===== config.mk =====
export PLATFORM = sky130hd
export DESIGN_NAME = dcpu16_mbus
export DESIGN_NICKNAME = d
export VERILOG_FILES = /design/src/rtl/dcpu16_mbus.sv
export SDC_FILE = /design/constraint.sdc
export NUM_CORES = 1
export LEC_CHECK = 0
export BUFFER_PORTS_ARGS = -buffer_cell sky130_fd_sc_hd__buf_2
export CAP_MARGIN = 20
export CORE_MARGIN = 1
export CORE_UTILIZATION = 35
export DETAILED_ROUTE_END_ITERATION = 7
export PLACE_DENSITY_LB_ADDON = 0.15
export SLEW_MARGIN = 15
export SYNTH_ARGS = -nofsm -noshare
export SYNTH_HDL_FRONTEND = slang
export SYNTH_SLANG_ARGS = --single-unit

===== constraint.sdc =====
create_clock -name clk -period 1.35 [get_ports clk]
set_input_delay 0.27 -clock clk [delete_from_list [all_inputs] [get_ports clk]]
set_output_delay 0.27 -clock clk [all_outputs]
set_load 0.005 [all_outputs]

===== src/rtl/dcpu16_mbus.sv =====
// Memory bus arbiter for the DCPU16 core: shares one external bus between fetch and data ports.
// Optional watchdog enabled by defining DCPU16_MBUS_TMO_EN.
module dcpu16_mbus #(
  parameter int unsigned AW  = 16,
  parameter int unsigned DW  = 16,
  parameter int unsigned TMO = 15
) (
  input  logic          clk,
  input  logic          rst,
  input  logic [AW-1:0] f_adr,
  input  logic          f_stb,
  output logic [DW-1:0] f_dti,
  output logic          f_ack,
  input  logic [AW-1:0] g_adr,
  input  logic          g_stb,
  input  logic          g_wre,
  input  logic [DW-1:0] g_dto,
  output logic [DW-1:0] g_dti,
  output logic          g_ack,
  output logic [AW-1:0] w_adr,
  output logic          w_stb,
  output logic          w_wre,
  output logic [DW-1:0] w_dto,
  input  logic [DW-1:0] w_dti,
  input  logic          w_ack,
  output logic          ena,
  output logic          err
);

  typedef enum logic [1:0] {
    IDLE = 2'd0,
    FGNT = 2'd1,
    GGNT = 2'd2,
    TURN = 2'd3
  } state_t;

  state_t        state;
  logic          last_g;
  logic          in_gnt;
  logic          pick_f;
  logic          pick_g;
  logic          tmo_hit;
  logic          done;
  logic [DW-1:0] rd_data;

  // Round-robin: on a tie the port that did not win last time is granted.
  assign in_gnt = (state == FGNT) || (state == GGNT);
  assign pick_f = f_stb & (~g_stb | last_g);
  assign pick_g = g_stb & (~f_stb | ~last_g);
  assign done   = in_gnt & (w_ack | tmo_hit);

  assign f_ack = done & (state == FGNT);
  assign g_ack = done & (state == GGNT);
  assign f_dti = rd_data;
  assign g_dti = rd_data;

  // Stall the core while any strobed request has not yet been acknowledged.
  assign ena = ~((f_stb & ~f_ack) | (g_stb & ~g_ack));

  always_ff @(posedge clk) begin
    if (rst) begin
      state  <= IDLE;
      last_g <= 1'b1;
      w_stb  <= 1'b0;
      w_wre  <= 1'b0;
      w_adr  <= '0;
      w_dto  <= '0;
    end else begin
      case (state)
        IDLE: begin
          if (pick_f) begin
            state  <= FGNT;
            last_g <= 1'b0;
            w_stb  <= 1'b1;
            w_adr  <= f_adr;
            w_wre  <= 1'b0;
            w_dto  <= '0;
          end else if (pick_g) begin
            state  <= GGNT;
            last_g <= 1'b1;
            w_stb  <= 1'b1;
            w_adr  <= g_adr;
            w_wre  <= g_wre;
            w_dto  <= g_dto;
          end
        end
        FGNT, GGNT: begin
          if (done) begin
            state <= TURN;
            w_stb <= 1'b0;
          end
        end
        TURN:    state <= IDLE;
        default: state <= IDLE;
      endcase
    end
  end

`ifdef DCPU16_MBUS_TMO_EN
  localparam int unsigned CLOG = $clog2(TMO + 1);
  localparam int unsigned CW   = (CLOG < 4) ? 4 : CLOG;

  logic [CW-1:0] tmo_cnt;
  logic          err_q;

  // A grant that sees no w_ack for TMO cycles is completed with all-ones data.
  assign tmo_hit = in_gnt & ~w_ack & (tmo_cnt == CW'(TMO));
  assign rd_data = tmo_hit ? '1 : w_dti;
  assign err     = err_q;

  always_ff @(posedge clk) begin
    if (rst) begin
      tmo_cnt <= '0;
      err_q   <= 1'b0;
    end else begin
      if (!in_gnt) begin
        tmo_cnt <= '0;
      end else if (!w_ack && !tmo_hit) begin
        tmo_cnt <= tmo_cnt + CW'(1);
      end
      if (tmo_hit) begin
        err_q <= 1'b1;
      end
    end
  end
`else
  logic unused_tmo;

  assign tmo_hit    = 1'b0;
  assign rd_data    = w_dti;
  assign err        = 1'b0;
  assign unused_tmo = ^32'(TMO);
`endif

endmodule


==> metrics.txt <==
Crit. End Element primary output; Max Fanout on Critical Path 3; initial antenna violation count 0; metal2 WL 2.218 mm; power share of the clock group 18.9%; number of CTS-inserted buffers 5; post-route setup slack -256.5 ps; Clock Skew ~4.4 ps; Site Rows 25; Post-DRT Antenna Nets 0; number of global-route vias before repair around 1500; met1 WL 2.090 mm; gr ovfl total 0; gpl congestion 0.7919; Met3 Routed Length 402 µm; worst hold slack 191.8 ps; Initial Util 37.14%; fin. max-slew vios 0; worst setup path class flip-flop to primary output; fin cells 333; Cell variety after synth 31; P_leak 1.097 nW; clk buf depth 2; Final Setup Violations 3; clk_lat worst skew 280 ps; port bufs 90; first-pass GRT wire length 7.176 mm; status finished, violations left; WL final about 4.8 mm; min cycle time layout 1606 ps; Final Hold Vio Count 0; RSZ-0062 raised after global routing yes; Int Power approximately 2.6 mW; Reg clk slew, reported paths 70 ps; Seq cells post-synth 37; largest net degree at the start of global routing 19; root buffer cell clkbuf_8; Worst setup SP type flip-flop; async set-or-reset flop fraction in the synthesized netlist 0%; WP data arrival 1340 ps; CP max stage cell dfxtp_2; core area 4817 µm²; I/O Pins 140; Logic pwr share between 40% and 50%; CP peak stage delay 350 ps; Peak VDD IR approximately 0.64 mV; all-layer global routing usage 17.41%; setup TNS -424.2 ps; fraction of power consumed by sequential logic 38.6%; CTS Hold Buffers Added 0; syn avg cell area 9.036 µm²; Post-synth top flop dfxtp_1; Iteration-0 DRC Markers 74; crit-path cells inv_2 -> ha_4 -> and3_4 -> o22a_1 -> buf_2; Top Metal Used met4; Synth Warn # 0; HPWL Detailed 3.392 mm; dpl cells 322; WL/cell 14.38 µm; failing checks setup timing; FMAX 622.5 MHz; switching part of the total 34.62%; PnR Total Power ~4 mW; Post-layout nets 338; die area 5402 µm²; Mapped Area around 1800 µm²; fin area 2285 µm²; H-tree Lvls 2; Max Cap Viol 0; Sink Count 37; vias approximately 1700; Die H between 70 and 80 µm; chip width 73.50 µm; worst hold path class input port to flip-flop; Area Growth Syn to Fin 27.69%; P_sw approximately 1.4 mW; Core Util, Final 47.43%; ant diodes 0; Via density a little over 5; PD cells 1723 nW/µm²; Placed Area 2143 µm²; share of cells above drive strength 1 47.74%; Synth Net Count 271; Mapped Cells 198; required time worst endpoint 1080 ps; sequential share of the synthesized area between 40% and 50%; post-route DRC violation count 0; post-place setup slack -15.18 ps; EDFF count, synth 0; Final Cycle Share 119.0%; drt pass-1 iters 4; TritonCTS clock tree built
[per-layer routing]
metal / vias to the layer above / track usage, %
met3: 15 / 6.036
met1: 779 / 22.41
met4: 0 / 7.479
met5: - / 0
met2: 72 / 26.30
li1: 814 / -
[cell usage after synthesis, drive strengths merged, types with 2 or more instances]
cell type,count,area [µm²]
dfxtp,37,740.7
clkbuf,2,7.510
ha,3,37.54
a22o,17,148.9
inv,6,22.52
nand2,2,7.510
buf,43,312.8
a21oi,19,98.85
o21ai,35,178.9
nand2b,2,12.51
a31oi,16,100.1
a21boi,2,15.02
[kinds of logic after synthesis]
kind of cell / synth area share, %
flip-flops: 41.40
AO/OA/AOI/OAI: 33.15
buffers and inverters: 19.16
adder cells (fa/ha/maj): 2.098
other: 0.2096
AND/OR/NAND/NOR: 3.987
[area by class of cell]
type                            instances  area, µm²
Clock buffer                            6      72.57
Clock inverter                          2      10.01
Fill cell                             516       2532
Inverter                                6      22.52
Multi-Input combinational cell        110      748.2
Sequential cell                        37      743.2
Tap cell                               67      83.83
Timing Repair Buffer                  105      604.3
[flip-flops by register name, indices dropped and copies added, names as in the netlist]
name and cells:
last_g 1, state 2, w_adr 16, w_dto 16, w_stb 1, w_wre 1
[power groups by stage]
stage / clock [mW] / combinational [mW] / sequential, mW
6_report: 0.743 / 1.67 / 1.52
5_1_grt: 0.820 / 1.87 / 1.55
4_1_cts: 0.774 / 1.57 / 1.52
3_5_place_dp: 0 / 1.54 / 1.53
3_3_place_gp: 0 / 1.54 / 1.53
2_1_floorplan: 0 / 0.986 / 1.55
[worst max-delay path: cells and delay by family, from the launching register on]
family | cells | cell delay (ps)
compound gates | 1 | 150
simple gates | 1 | 140
flops | 1 | 350
buf+inv | 2 | 180
fa+ha+maj | 1 | 230
[path summary, 6_finish.rpt]
path | from | endpoint | slack (ps) | depth (start not counted)
worst min-delay path | g_dto[6] | w_dto[6] | 190 | 2
worst max register to register | state[1] | state[0] | 30 | 6
worst max-delay path | state[1] | ena | -260 | 5
worst min register to register | w_dto[15] | w_dto[15] | 470 | 1
[timing repair]
item	in CTS	in global routing
endpoints found under the setup margin	36	29
gates resized for setup	6	8
endpoints found under the hold margin	0	0
pin swaps	2	0
gates cloned	0	1
buffers inserted	1	1
[cells in the final DEF (no fill, tap or decap), types with 2 or more instances in the layout]
cell type / instances
buf_2: 90
nand2_1: 2
a22o_1: 17
dfxtp_2: 2
inv_1: 4
nand2b_1: 2
a31oi_1: 16
clkbuf_8: 5
a21oi_1: 18
ha_1: 2
dfxtp_1: 35
o21ai_0: 34
inv_2: 2
clkinv_2: 2
buf_4: 11
buf_12: 3
Note: power is estimated with default switching activity, not from simulation.
